File: config.mk
export PLATFORM = sky130hd
export DESIGN_NAME = mem_access_ctrl
export DESIGN_NICKNAME = d
export VERILOG_FILES = /design/src/rtl/mem_access_ctrl.sv
export SDC_FILE = /design/constraint.sdc
export NUM_CORES = 1
export LEC_CHECK = 0
export CORE_ASPECT_RATIO = 0.9
export CORE_UTILIZATION = 40
export CTS_CLUSTER_SIZE = 25
export DETAILED_ROUTE_END_ITERATION = 16
export PLACE_DENSITY = 0.7
export SYNTH_ARGS = -nofsm -noshare
export SYNTH_HDL_FRONTEND = slang
export SYNTH_SLANG_ARGS = --single-unit
File: constraint.sdc
create_clock -name clk -period 3.7 [get_ports clk]
set_input_delay 0.74 -clock clk [delete_from_list [all_inputs] [get_ports clk]]
set_output_delay 0.74 -clock clk [all_outputs]
set_load 0.01 [all_outputs]
File: src/rtl/mem_access_ctrl.sv
// -----------------------------------------------------------------------------
// mem_access_ctrl
//
// Host-side initiator for a 4-entry byte store. The store has a level-sensitive
// store strobe and a combinational read path on its address, so this block
// sequences every access into safely timed cycles:
//   - writes: address/data setup, STROBE_CYCLES of store high, HOLD_CYCLES of
//     address/data hold, then a one-cycle wr_done pulse in the last hold cycle;
//   - reads: one settle cycle, then the byte is offered on a valid/ready channel;
//   - dump: sweeps addresses 0..3 as four read beats, honouring backpressure.
// One command is in flight at a time. Every output is driven from a register.
//
// Ports
//   clk, rst        single clock, synchronous active-high reset
//   cmd_valid/ready host command handshake (ready only while idle)
//   cmd_write       1 = write, 0 = read
//   cmd_dump        1 = dump all four bytes (overrides cmd_write/cmd_addr)
//   cmd_addr/data   target address and write byte
//   rsp_valid/ready read-byte handshake
//   rsp_data/addr   read byte and the address it came from
//   rsp_last        final byte of a read or dump
//   wr_done         one-cycle pulse when a write sequence completes
//   mem_data/store/addr  pins to the memory
//   mem_q           memory read data (combinational on mem_addr)
// -----------------------------------------------------------------------------
module mem_access_ctrl #(
    parameter int unsigned STROBE_CYCLES = 1,
    parameter int unsigned HOLD_CYCLES   = 1
) (
    input  logic       clk,
    input  logic       rst,
    input  logic       cmd_valid,
    output logic       cmd_ready,
    input  logic       cmd_write,
    input  logic       cmd_dump,
    input  logic [1:0] cmd_addr,
    input  logic [7:0] cmd_data,
    output logic       rsp_valid,
    input  logic       rsp_ready,
    output logic [7:0] rsp_data,
    output logic [1:0] rsp_addr,
    output logic       rsp_last,
    output logic       wr_done,
    output logic [7:0] mem_data,
    output logic       mem_store,
    output logic [1:0] mem_addr,
    input  logic [7:0] mem_q
);

    typedef enum logic [2:0] {
        ST_IDLE     = 3'd0,
        ST_W_SETUP  = 3'd1,
        ST_W_STROBE = 3'd2,
        ST_W_HOLD   = 3'd3,
        ST_R_SETTLE = 3'd4,
        ST_R_OUT    = 3'd5
    } state_t;

    // Counters hold "cycles remaining minus one" so a phase ends when they hit zero.
    localparam logic [3:0] STROBE_LOAD = 4'(STROBE_CYCLES - 32'd1);
    localparam logic [3:0] HOLD_LOAD   = 4'(HOLD_CYCLES - 32'd1);

    state_t     r_state;
    state_t     w_state_nxt;
    logic [3:0] r_cnt;
    logic [3:0] w_cnt_nxt;
    logic       r_dump;
    logic       w_dump_nxt;

    logic       r_cmd_ready;
    logic       r_mem_store;
    logic [1:0] r_mem_addr;
    logic [1:0] w_mem_addr_nxt;
    logic [7:0] r_mem_data;
    logic [7:0] w_mem_data_nxt;
    logic       r_wr_done;
    logic       r_rsp_valid;
    logic       w_rsp_valid_nxt;
    logic [7:0] r_rsp_data;
    logic [7:0] w_rsp_data_nxt;
    logic [1:0] r_rsp_addr;
    logic [1:0] w_rsp_addr_nxt;
    logic       r_rsp_last;
    logic       w_rsp_last_nxt;

    logic       w_accept;

    assign w_accept = cmd_valid & r_cmd_ready;

    // Next-state, counter and next-output-value decode.
    always_comb begin
        w_state_nxt     = r_state;
        w_cnt_nxt       = r_cnt;
        w_dump_nxt      = r_dump;
        w_mem_addr_nxt  = r_mem_addr;
        w_mem_data_nxt  = r_mem_data;
        w_rsp_valid_nxt = r_rsp_valid;
        w_rsp_data_nxt  = r_rsp_data;
        w_rsp_addr_nxt  = r_rsp_addr;
        w_rsp_last_nxt  = r_rsp_last;

        case (r_state)
            ST_IDLE: begin
                if (w_accept) begin
                    w_cnt_nxt = 4'd0;
                    if (cmd_dump) begin
                        w_dump_nxt     = 1'b1;
                        w_mem_addr_nxt = 2'd0;
                        w_state_nxt    = ST_R_SETTLE;
                    end else if (cmd_write) begin
                        w_dump_nxt     = 1'b0;
                        w_mem_addr_nxt = cmd_addr;
                        w_mem_data_nxt = cmd_data;
                        w_state_nxt    = ST_W_SETUP;
                    end else begin
                        w_dump_nxt     = 1'b0;
                        w_mem_addr_nxt = cmd_addr;
                        w_state_nxt    = ST_R_SETTLE;
                    end
                end else begin
                    w_state_nxt = ST_IDLE;
                end
            end

            ST_W_SETUP: begin
                w_state_nxt = ST_W_STROBE;
                w_cnt_nxt   = STROBE_LOAD;
            end

            ST_W_STROBE: begin
                if (r_cnt == 4'd0) begin
                    w_state_nxt = ST_W_HOLD;
                    w_cnt_nxt   = HOLD_LOAD;
                end else begin
                    w_cnt_nxt = r_cnt - 4'd1;
                end
            end

            ST_W_HOLD: begin
                if (r_cnt == 4'd0) begin
                    w_state_nxt = ST_IDLE;
                    w_cnt_nxt   = 4'd0;
                end else begin
                    w_cnt_nxt = r_cnt - 4'd1;
                end
            end

            ST_R_SETTLE: begin
                // mem_q has had a full cycle to settle on r_mem_addr.
                w_rsp_data_nxt  = mem_q;
                w_rsp_addr_nxt  = r_mem_addr;
                w_rsp_last_nxt  = (~r_dump) | (r_mem_addr == 2'd3);
                w_rsp_valid_nxt = 1'b1;
                w_state_nxt     = ST_R_OUT;
                w_cnt_nxt       = 4'd0;
            end

            ST_R_OUT: begin
                if (rsp_ready) begin
                    w_rsp_valid_nxt = 1'b0;
                    w_cnt_nxt       = 4'd0;
                    if (r_dump && (r_rsp_addr != 2'd3)) begin
                        w_mem_addr_nxt = r_rsp_addr + 2'd1;
                        w_state_nxt    = ST_R_SETTLE;
                    end else begin
                        w_state_nxt = ST_IDLE;
                    end
                end else begin
                    w_state_nxt = ST_R_OUT;
                end
            end

            default: begin
                w_state_nxt     = ST_IDLE;
                w_cnt_nxt       = 4'd0;
                w_rsp_valid_nxt = 1'b0;
            end
        endcase
    end

    // State, counter and registered outputs; store/ready/done follow the next state.
    always_ff @(posedge clk) begin
        if (rst) begin
            r_state     <= ST_IDLE;
            r_cnt       <= 4'd0;
            r_dump      <= 1'b0;
            r_cmd_ready <= 1'b0;
            r_mem_store <= 1'b0;
            r_mem_addr  <= 2'd0;
            r_mem_data  <= 8'd0;
            r_wr_done   <= 1'b0;
            r_rsp_valid <= 1'b0;
            r_rsp_data  <= 8'd0;
            r_rsp_addr  <= 2'd0;
            r_rsp_last  <= 1'b0;
        end else begin
            r_state     <= w_state_nxt;
            r_cnt       <= w_cnt_nxt;
            r_dump      <= w_dump_nxt;
            r_cmd_ready <= (w_state_nxt == ST_IDLE);
            r_mem_store <= (w_state_nxt == ST_W_STROBE);
            r_mem_addr  <= w_mem_addr_nxt;
            r_mem_data  <= w_mem_data_nxt;
            r_wr_done   <= (w_state_nxt == ST_W_HOLD) && (w_cnt_nxt == 4'd0);
            r_rsp_valid <= w_rsp_valid_nxt;
            r_rsp_data  <= w_rsp_data_nxt;
            r_rsp_addr  <= w_rsp_addr_nxt;
            r_rsp_last  <= w_rsp_last_nxt;
        end
    end

    assign cmd_ready = r_cmd_ready;
    assign mem_store = r_mem_store;
    assign mem_addr  = r_mem_addr;
    assign mem_data  = r_mem_data;
    assign wr_done   = r_wr_done;
    assign rsp_valid = r_rsp_valid;
    assign rsp_data  = r_rsp_data;
    assign rsp_addr  = r_rsp_addr;
    assign rsp_last  = r_rsp_last;

endmodule
-- Word-level counts from Yosys, hierarchy flattened
Index checks and enable logic that the tools add are counted.
- add/subtract/negate cells: 2
- eq/ne operators: 12
- muxes and demuxes: 20
- bitwise logic cells: 5
- reduce and logical (&&, ||, !) cells: 13
- operator list (cell ; count):
    $mux W3 ; 7
    $pmux W3 S6 ; 1
    $eq A3 B2 Y1 const B ; 4
    $mux W4 ; 3
    $pmux W4 S3 ; 1
    $logic_not A4 Y1 ; 2
    $mux W2 ; 4
    $ne A2 B2 Y1 const B ; 4
    $reduce_and A4 Y1 ; 2
    $eq A3 B3 Y1 const B ; 2
    $logic_not A3 Y1 ; 2
    $pmux W2 S2 ; 1
    $reduce_and A2 Y1 ; 2
    $reduce_or A4 Y1 ; 1
    $sub A4 B1 Y4 const B ; 1
    $eq A3 B1 Y1 const B ; 1
    $not A1 Y1 ; 3
    $pmux W1 S3 ; 1
    $add A2 B1 Y2 const B ; 1
    $eq A2 B2 Y1 const B ; 1
    $logic_and A1 B1 Y1 ; 2
    $mux W1 ; 2
    $reduce_bool A2 Y1 ; 1
    $reduce_or A2 Y1 ; 1
    other kinds (2) ; 2
- bits in registers: 33
- input bits: 24
- output and inout port bits: 25
- word-level logic and storage cells: 64

-- Longest topological paths before layout
Gate-level depths: netlist of run 1.
- depth in word-level cells: 7
- gate-level depth with buffers: 6

-- Worst setup path after synthesis of run 1
No wires, ideal clock.
- path kind: input-to-reg
- from: in cmd_valid
- to: reg r_wr_done, in the netlist wr_done
- setup time: 0.087 ns
- arrival time: 1.586 ns
- data required time: 3.613 ns
- path slack: 2.027 ns
- cell stages on the path: 5
- path buffers: 1
- cells stage by stage: nand2_1 -> nor4_4 -> buf_6 -> a211oi_2 -> nor4b_4
- longest elaborated chain between the ends: 5
- elaborated cells on any way between the ends: 8
- those cells by class: 1 x eq/ne; 4 x mux; 1 x bitwise; 2 x reduce/logical
- ends and longest elaborated chain (what ; line ; source):
    start, declared ; 32 ; input logic cmd_valid,
    $and A1 B1 Y1 (*) ; 88 ; assign w_accept = cmd_valid & r_cmd_ready;
    $mux W3 or $mux W4 (tied branches) ; 104 ; if (w_accept) begin
    $pmux W3 S6 or $pmux W4 S3 (tied branches) ; 102 ; case (r_state)
    $eq A3 B2 Y1 or $logic_not A4 Y1 (tied branches) ; 204 ; r_wr_done <= (w_state_nxt == ST_W_HOLD) && (w_cnt_nxt == 4'd0);
    $logic_and A1 B1 Y1 (*) ; 204 ;
    end signal, assigned ; 204 ;
    end, declared ; 76 ; logic r_wr_done;
Mark *: on every way between the ends. The rest lies on a longest branch, timed or not.
A chain may end at the register's enable or synchronous reset.

-- Worst setup path after layout of run 1
Ends and elaborated chain as after synthesis.

==> results_dict.tcl, run 1 <==
set metrics [dict create \
    n_antenna_cell 0 \
    cts_max_level 2 \
    drtAntennaViolNets 0 \
    max-cap-violations 0 \
    crit_buf_inv 1 \
    detailroute.via_count 1373 \
    worstPathMaxFanout 9 \
    seq_total_area_yosys_pct 42.3 \
    synthArstFlopShare_pct 0 \
    initial_core_utilization_pct 41.9 \
    drt-wirelength-per-cell_um 13.3 \
    syn-cell-area_um2 1560 \
    core_region_area_um2 3730 \
    grt_start_max_net_pins 30 \
    ys_ff_latch 33 \
    proportion_of_layout_cells_with_a_drive_suffix_above_1_pct 8.64 \
    leakage_nw 0.771 \
    die_y_um 61.3 \
    cp-start-kind "input port" \
    finalCritPeriodShare_pct 61.7 \
    timing.reg2reg.setup_slack_ns 1.69 \
    timing_hold_violations_final 0 \
    dr.pass1.iters 4 \
    critical_path.max_stage_delay_ns 0.73 \
    grt_setup_unrepaired "false" \
    run_status "finished, final reports clean" \
    min_period_ns 2.28 \
    type_of_destination_of_the_critical_path "flip-flop" \
    cts_repair_resize_count 0 \
    finalSetupTns_ns 0 \
    clkTransAtPathRegs_ns 0.07 \
    max-clock-path-buffers 2 \
    grt_overflow 0 \
    die_width_um 67.9 \
    number_of_design_rule_violations_left_after_detail_routing 0 \
    timing.critical_path.slowest_stage_cell "sky130_fd_sc_hd__nor4_4" \
    pin_count 49 \
    synthesis.yosys.warnings 0 \
    most_frequent_standard_cell_in_the_layout_excluding_fill_and_tap_cells "sky130_fd_sc_hd__clkdlybuf4s50_1" \
    first_iter_violations 79 \
    clock-sinks 33 \
    design.die.area_um2 4160 \
    grt_pass1_vias 1207 \
    postCtsHoldBufs 0 \
    worstHoldPathCells 2 \
    worstSetupPathType "in2reg" \
    syn_nets 200 \
    clkLatencyLatePin_ns 0.29 \
    final_hold_slack_ns 0.454 \
    peakVddDrop_v 0.000307 \
    std_cell_rows 21 \
    max_clock_freq_mhz 438 \
    worst_max_slew_pin_slew_ns 0.793 \
    critical_path.top_delay_family "simple AND/OR/NAND/NOR gates" \
    synth.distinct_cells 47 \
    cts_tree "yes" \
    portBuffers 48 \
    initial_antenna_violation_count 0 \
    gr-usage-all-layers_pct 18.2 \
    worst_hold_path_type "reg2reg" \
    path_depth 5 \
    critPathArrivalTime_ns 2.49 \
    ys.flop_type "sky130_fd_sc_hd__dfxtp_1" \
    setup_viol 0 \
    postCtsSetupBuffers 0 \
    routed_via_density 5.16 \
    synthesis.instances 174 \
    synth_edf_count 0 \
    syn_to_final_growth_pct 36.1 \
    reg2reg_depth 4 \
    most_frequent_cells_in_the_layout "sky130_fd_sc_hd__clkdlybuf4s50_1, sky130_fd_sc_hd__dfxtp_1, sky130_fd_sc_hd__nand2_1, sky130_fd_sc_hd__nor2_1, sky130_fd_sc_hd__a21oi_1" \
    num-fill-cells 332 \
    timing.clock.skew_ns 0.00530 \
    avgSynthCellArea_um2 8.97 \
    cp_cell_sequence "clkdlybuf4s50_1 -> nand2_1 -> nor4_4 -> a211oi_2 -> nor4b_4" \
    postRouteWirelength_um 3530 \
    drv_slew 0 \
    finish.net_count 245 \
    worst_ep_required_time_ns 3.91 \
    post-dp-hpwl_um 2480 \
    numCtsBuffers 5 \
    place.gp.congestion 0.848 \
    relSlewSlack_pct 46.8 \
    first_pass_grt_wire_length_um 5380 \
    power-per-cell-area_nw_per_um2 498 \
    root_driver "sky130_fd_sc_hd__clkbuf_8" \
]
-- report_power, final --
part           total [mW]  leakage (nW)  switching (mW)  internal, mW
clock               0.268        0.0439           0.138         0.130
combinational       0.328         0.460           0.155         0.173
sequential          0.462         0.268          0.0596         0.402
-- synth_stat cells (2+ instances only) --
master	n	share of area (%)
sky130_fd_sc_hd__ha_1	2	1.6
sky130_fd_sc_hd__o21ai_0	2	0.64
sky130_fd_sc_hd__nor3_1	5	1.6
sky130_fd_sc_hd__a311oi_1	2	1.1
sky130_fd_sc_hd__mux2i_1	9	5.8
sky130_fd_sc_hd__nor2b_1	2	0.80
sky130_fd_sc_hd__nand2b_1	6	2.4
sky130_fd_sc_hd__dfxtp_1	33	42
sky130_fd_sc_hd__buf_6	3	2.2
sky130_fd_sc_hd__clkbuf_1	5	1.2
sky130_fd_sc_hd__nor2_1	18	4.3
sky130_fd_sc_hd__nand2_1	25	6.0
sky130_fd_sc_hd__inv_1	5	1.2
sky130_fd_sc_hd__buf_2	3	0.96
sky130_fd_sc_hd__o211a_1	2	1.3
sky130_fd_sc_hd__a21oi_1	17	5.4
sky130_fd_sc_hd__nand3b_1	5	2.4
-- metal layers --
| metal | GRT usage (%) | part of all wire [%] | vias to the layer above |
|---|---|---|---|
| li1 | - | - | 698 |
| met1 | 23.2 | 48 | 634 |
| met2 | 27.9 | 46 | 37 |
| met3 | 6.67 | 4.5 | 4 |
| met4 | 7.44 | 1.1 | 0 |
| met5 | 0 | 0 | - |
-- layout make-up --
class                   count  area (µm²)  share of cell area [%]
multi-input cells         124         811                    38.1
clock inverters             3        17.5                   0.824
clock buffers               5        68.8                    3.24
inverters                   6        22.5                    1.06
repair buffers             49         488                    23.0
flip-flops and latches     33         661                    31.1
well taps                  46        57.6                    2.71
-- final timing paths --
path               startpoint           to
setup / recovery    cmd_valid      wr_done
hold / removal    rsp_data[6]  rsp_data[6]
setup reg to reg   r_state[0]      wr_done
hold reg to reg   rsp_data[6]  rsp_data[6]
-- stage by stage --
| step | total power [mW] | cell area (µm²) | cells | utilization [%] | worst slack [ns] |
|---|---|---|---|---|---|
| floorplan | 0.664 | 1560 | 174 | - | 2.03 |
| global placement | 0.786 | 2040 | 258 | 54.7 | 1.17 |
| detailed placement | 0.797 | 2040 | 258 | 54.7 | 1.12 |
| CTS | 1.07 | 2130 | 266 | 57.0 | 1.42 |
| global route | 1.12 | 2130 | 266 | 57.0 | 1.33 |
| finish | 1.06 | 2130 | 266 | 57.0 | 1.42 |
-- flip-flops by register name, summed over array words and instances (netlist names), 2 cells and up --
name      flops
r_state       3
mem_data      8
rsp_addr      2
rsp_data      8
mem_addr      2
r_cnt         4
-- worst register-to-register path: stages (launching register included) --
cell and delay [ns]:
sky130_fd_sc_hd__dfxtp_1 0.50, sky130_fd_sc_hd__or2_4 0.36, sky130_fd_sc_hd__nor4_4 0.67, sky130_fd_sc_hd__a211oi_2 0.13, sky130_fd_sc_hd__nor4b_4 0.29
-- cell families (layout without fill, tap and decap cells) --
kind of cell               Yosys count  count (layout)  share of synthesized area [%]
AOI/OAI and AO/OA                   37              37                           16.5
xor gates and xnor gates             1               1                           1.04
adders and majority gates            2               2                           1.60
buffers and inverters               17              63                           5.77
DFF                                 33              33                           42.3
muxes                                9               9                           5.77
and+or+nand+nor                     75              75                           27.0
No activity file was read; power rests on OpenSTA's default activity.
==> inputs of run 2 (changes only) <==
Clock period 3.7 ns to 2.3 ns, I/O delays scaled along.
==> results_dict.tcl, run 2 (synthesis gave the netlist of run 1 again) <==
set metrics [dict create \
    grt_setup_unrepaired "false" \
    timing.critical_path.slowest_stage_cell "sky130_fd_sc_hd__nor3b_4" \
    final_hold_slack_ns 0.453 \
    finalCritPeriodShare_pct 78.5 \
    dr.pass1.iters 4 \
    worst_ep_required_time_ns 2.49 \
    power_report.internal_total_mw 1.13 \
    netSwitchingPower_mw 0.533 \
    drt-wirelength-per-cell_um 13.0 \
    worst_max_slew_pin_slew_ns 0.571 \
    power-per-cell-area_nw_per_um2 781 \
    cp_cell_sequence "inv_1 -> ha_1 -> nor3b_4 -> o221ai_1 -> o22a_1 -> nor4b_4" \
    cts_tree "yes" \
    worst_hold_path_type "reg2reg" \
    core_region_area_um2 3730 \
    portBuffers 48 \
    post-dp-hpwl_um 2540 \
    max-cap-violations 0 \
    leakage_nw 0.783 \
    place.detailed.instances 261 \
    clkLatencyLatePin_ns 0.28 \
    cts_max_level 2 \
    layout.core_utilization_pct 57.2 \
    proportion_of_layout_cells_with_a_drive_suffix_above_1_pct 9.05 \
    max-clock-path-buffers 2 \
    postRouteWirelength_um 3460 \
    design.die.area_um2 4160 \
    std_cell_rows 21 \
    syn_to_final_growth_pct 36.8 \
    die_y_um 61.3 \
    numCtsBuffers 5 \
    finalSetupTns_ns 0 \
    finish.net_count 248 \
    type_of_destination_of_the_critical_path "flip-flop" \
    min_period_ns 1.81 \
    worstSetupPathType "reg2reg" \
    power.share.sequential_pct 44.2 \
    detailroute.via_count 1400 \
    most_frequent_standard_cell_in_the_layout_excluding_fill_and_tap_cells "sky130_fd_sc_hd__clkdlybuf4s50_1" \
    first_iter_violations 76 \
    die_width_um 67.9 \
    grt_start_max_net_pins 30 \
    fin_cells 267 \
    reg2reg_depth 6 \
    clock-sinks 33 \
    routed_via_density 5.24 \
    clkTransAtPathRegs_ns 0.06 \
    critical_path.max_stage_delay_ns 0.40 \
    pin_count 49 \
    postCtsHoldBufs 0 \
    postCtsSetupBuffers 0 \
    clock_share_of_power_pct 23.3 \
    grt_overflow 0 \
    n_antenna_cell 0 \
    timing_hold_violations_final 0 \
    worstPathMaxFanout 8 \
    peakVddDrop_v 0.000371 \
    setup_viol 0 \
    worstHoldPathCells 2 \
    number_of_design_rule_violations_left_after_detail_routing 0 \
    first_pass_grt_wire_length_um 5610 \
    initial_core_utilization_pct 41.9 \
    place.gp.congestion 0.839 \
    comb_power_share_pct 32.5 \
    most_frequent_cells_in_the_layout "sky130_fd_sc_hd__clkdlybuf4s50_1, sky130_fd_sc_hd__dfxtp_1, sky130_fd_sc_hd__nand2_1, sky130_fd_sc_hd__nor2_1, sky130_fd_sc_hd__a21oi_1" \
    max_clock_freq_mhz 554 \
    drv_slew 0 \
    critPathArrivalTime_ns 2.00 \
    drtAntennaViolNets 0 \
    run_status "finished, final reports clean" \
    initial_antenna_violation_count 0 \
    root_driver "sky130_fd_sc_hd__clkbuf_8" \
    relSlewSlack_pct 61.9 \
    cp-start-kind "flip-flop" \
    grt_pass1_vias 1247 \
    p_sw_share_pct 32.0 \
    report.power.total_mw 1.67 \
    cts_repair_resize_count 0 \
    timing.clock.skew_ns 0.00731 \
    gr-usage-all-layers_pct 18.6 \
]
==> run 2: final cells by class <==
type / instances / area (µm²)
fill: 344 / 1600
tap: 46 / 57.6
sequential: 33 / 661
clock inverter: 1 / 5.00
timing repair buffer: 52 / 510
multi-input combinational: 124 / 811
inverter: 6 / 22.5
clock buffer: 5 / 68.8
==> run 2: critical path: cells and delay by family (launching register included) <==
family	cells	cell delay, ns
compound gates	2	0.49
fa+ha+maj	1	0.19
buf+inv	1	0.09
flops	1	0.35
simple gates	2	0.60
==> run 2: routing by layer <==
layer / global-route usage [%] / wire [µm]
met1: 23.5 / 1580
met2: 29.4 / 1640
met3: 6.30 / 194
met4: 7.14 / 53
met5: 0 / 0
==> run 2: worst paths after layout <==
kind	end	slack, ns	startpoint
worst max-delay path	wr_done	0.49	r_cnt[0]
worst min-delay path	rsp_data[1]	0.45	rsp_data[1]
worst max register to register	wr_done	0.49	r_cnt[0]
worst min register to register	rsp_data[1]	0.45	rsp_data[1]
==> run 2: stage by stage <==
step	worst slack, ns	area, µm²
floorplan	0.717	1560
global placement	0.332	2060
detailed placement	0.296	2060
CTS	0.482	2140
global route	0.344	2140
finish	0.494	2140
==> run 2: power by group through the flow <==
stage	sequential, mW	combinational, mW	clock (mW)
after detailed placement	0.750	0.542	0
after global placement	0.745	0.533	0
after global routing	0.752	0.598	0.431
after floorplan	0.738	0.331	0
final	0.737	0.542	0.388
after CTS	0.737	0.546	0.399
==> inputs of run 3 (changes only) <==
Settings changed: PLACE_DENSITY 0.7 to 0.73.
Clock period 2.3 ns to 1.5 ns, I/O delays scaled along.
==> results_dict.tcl, run 3 (synthesis gave the netlist of run 1 again) <==
set metrics [dict create \
    die_width_um 67.9 \
    dpl-instance-area_um2 2300 \
    n_antenna_cell 0 \
    drv_slew 0 \
    crit_buf_inv 2 \
    die_y_um 61.3 \
    power-per-cell-area_nw_per_um2 1190 \
    postCtsHoldBufs 0 \
    numCtsBuffers 5 \
    initial_antenna_violation_count 0 \
    timing.critical_path.slowest_stage_cell "sky130_fd_sc_hd__dfxtp_2" \
    clkLatencyLatePin_ns 0.29 \
    min_period_ns 1.53 \
    drt-wirelength-per-cell_um 12.6 \
    cts_tree "yes" \
    most_frequent_standard_cell_in_the_layout_excluding_fill_and_tap_cells "sky130_fd_sc_hd__clkdlybuf4s50_1" \
    grt_pass1_vias 1306 \
    cp-start-kind "flip-flop" \
    cp_cell_sequence "inv_2 -> ha_4 -> nor3b_4 -> buf_6 -> o221ai_4 -> o22a_1 -> nor4b_4" \
    stdcell_area_um2 2470 \
    design.die.area_um2 4160 \
    max-cap-violations 0 \
    drtAntennaViolNets 0 \
    relSlewSlack_pct 72.5 \
    core_region_area_um2 3730 \
    violations "negative setup slack" \
    clkTransAtPathRegs_ns 0.07 \
    post-route-worst-setup-slack_ns -0.0312 \
    type_of_destination_of_the_critical_path "flip-flop" \
    pin_count 49 \
    critical_path.startpoint "r_cnt[0]" \
    critPathArrivalTime_ns 1.73 \
    first_pass_grt_wire_length_um 5910 \
    timing_hold_violations_final 0 \
    worst_ep_required_time_ns 1.70 \
    critical_path.max_stage_delay_ns 0.32 \
    initial_core_utilization_pct 41.9 \
    syn_to_final_growth_pct 58.0 \
    worst_max_slew_pin_slew_ns 0.407 \
    place.gp.congestion 0.808 \
    max_clock_freq_mhz 653 \
    grt_start_max_net_pins 23 \
    root_driver "sky130_fd_sc_hd__clkbuf_8" \
    setup_viol 1 \
    finish.net_count 273 \
    place.detailed.instances 285 \
    peakVddDrop_v 0.000698 \
    min-delay-start "rsp_data[2]" \
    proportion_of_layout_cells_with_a_drive_suffix_above_1_pct 23.1 \
    dr.pass1.iters 4 \
    finalCritPeriodShare_pct 102 \
    fin_cells 293 \
    first_iter_violations 52 \
    postRouteWirelength_um 3700 \
    max-clock-path-buffers 2 \
    std_cell_rows 21 \
    leakage_nw 1.11 \
    most_frequent_cells_in_the_layout "sky130_fd_sc_hd__clkdlybuf4s50_1, sky130_fd_sc_hd__dfxtp_1, sky130_fd_sc_hd__nand2_1, sky130_fd_sc_hd__buf_4, sky130_fd_sc_hd__nor2_1" \
    worstPathMaxFanout 3 \
    critical_path.top_delay_family "simple AND/OR/NAND/NOR gates" \
    routed_via_density 4.97 \
    portBuffers 48 \
    gr-usage-all-layers_pct 19.5 \
    detailroute.via_count 1455 \
    cts_max_level 2 \
    r2r_start "r_cnt[0]" \
    clock-sinks 33 \
    grt_overflow 0 \
    grt_setup_unrepaired "true" \
    number_of_design_rule_violations_left_after_detail_routing 0 \
    post-dp-hpwl_um 2690 \
    timing.clock.skew_ns 0.00527 \
    worstSetupPathType "reg2reg" \
    run_status "finished with violations" \
    worst_hold_path_type "reg2reg" \
]
## run 3: cell types whose count changed in the layout (fill, tap and decap cells not counted), sizes merged
cell and delta:
clkdlybuf4s50 -13, dlymetal6s2s +8, buf +25, bufinv +1
dlygate4sd2 +5
## run 3: path summary, 6_finish.rpt
kind	end	slack [ns]	cells after the start
hold / removal	rsp_data[2]	0.46	2
setup / recovery	wr_done	-0.03	7
setup reg to reg	wr_done	-0.03	7
hold reg to reg	rsp_data[2]	0.46	2
## run 3: layer usage
metal  routed length, µm  up-vias  GRT usage (%)
met5                   0        -              0
met1                1820      666           26.9
met2                1670       28           28.3
met4                  62        0           8.93
met3                 145        8           5.56
li1                    -      753              -
## run 3: what timing repair did
item                                    CTS  global route
buffers inserted                          0             1
pin swaps                                 2             3
gates cloned                              0             0
endpoints found under the setup margin    9            23
gates resized for setup                   7            17
## run 3: area by class of cell
type / instances / area (µm²)
fill: 320 / 1260
multi-input combinational: 124 / 860
timing repair buffer: 77 / 757
sequential: 33 / 667
clock buffer: 5 / 68.8
tap: 46 / 57.6
clock inverter: 2 / 35.0
inverter: 6 / 22.5
## run 3: report_power, final
group	switching [mW]	internal, mW
sequential	0.0939	0.996
combinational	0.469	0.569
clock	0.324	0.482
## run 3: through the flow
step	utilization (%)	TNS, ns	setup WS (ns)	power (mW)	hold WS [ns]
final	66.1	-0.0312	-0.0312	2.94	0.458
after global routing	66.1	-0.277	-0.106	3.11	0.480
after CTS	64.4	-0.0310	-0.0310	2.93	0.461
after detailed placement	61.6	-3.35	-0.240	2.15	0.451
after global placement	61.6	-3.25	-0.217	2.15	0.441
after floorplan	-	-0.0138	-0.0138	1.64	0.436
## run 3: worst reg2reg max path, cell delays in order (launching register included)
cell	delay [ns]
sky130_fd_sc_hd__dfxtp_2	0.32
sky130_fd_sc_hd__inv_2	0.07
sky130_fd_sc_hd__ha_4	0.14
sky130_fd_sc_hd__nor3b_4	0.21
sky130_fd_sc_hd__buf_6	0.14
sky130_fd_sc_hd__o221ai_4	0.10
sky130_fd_sc_hd__o22a_1	0.23
sky130_fd_sc_hd__nor4b_4	0.24
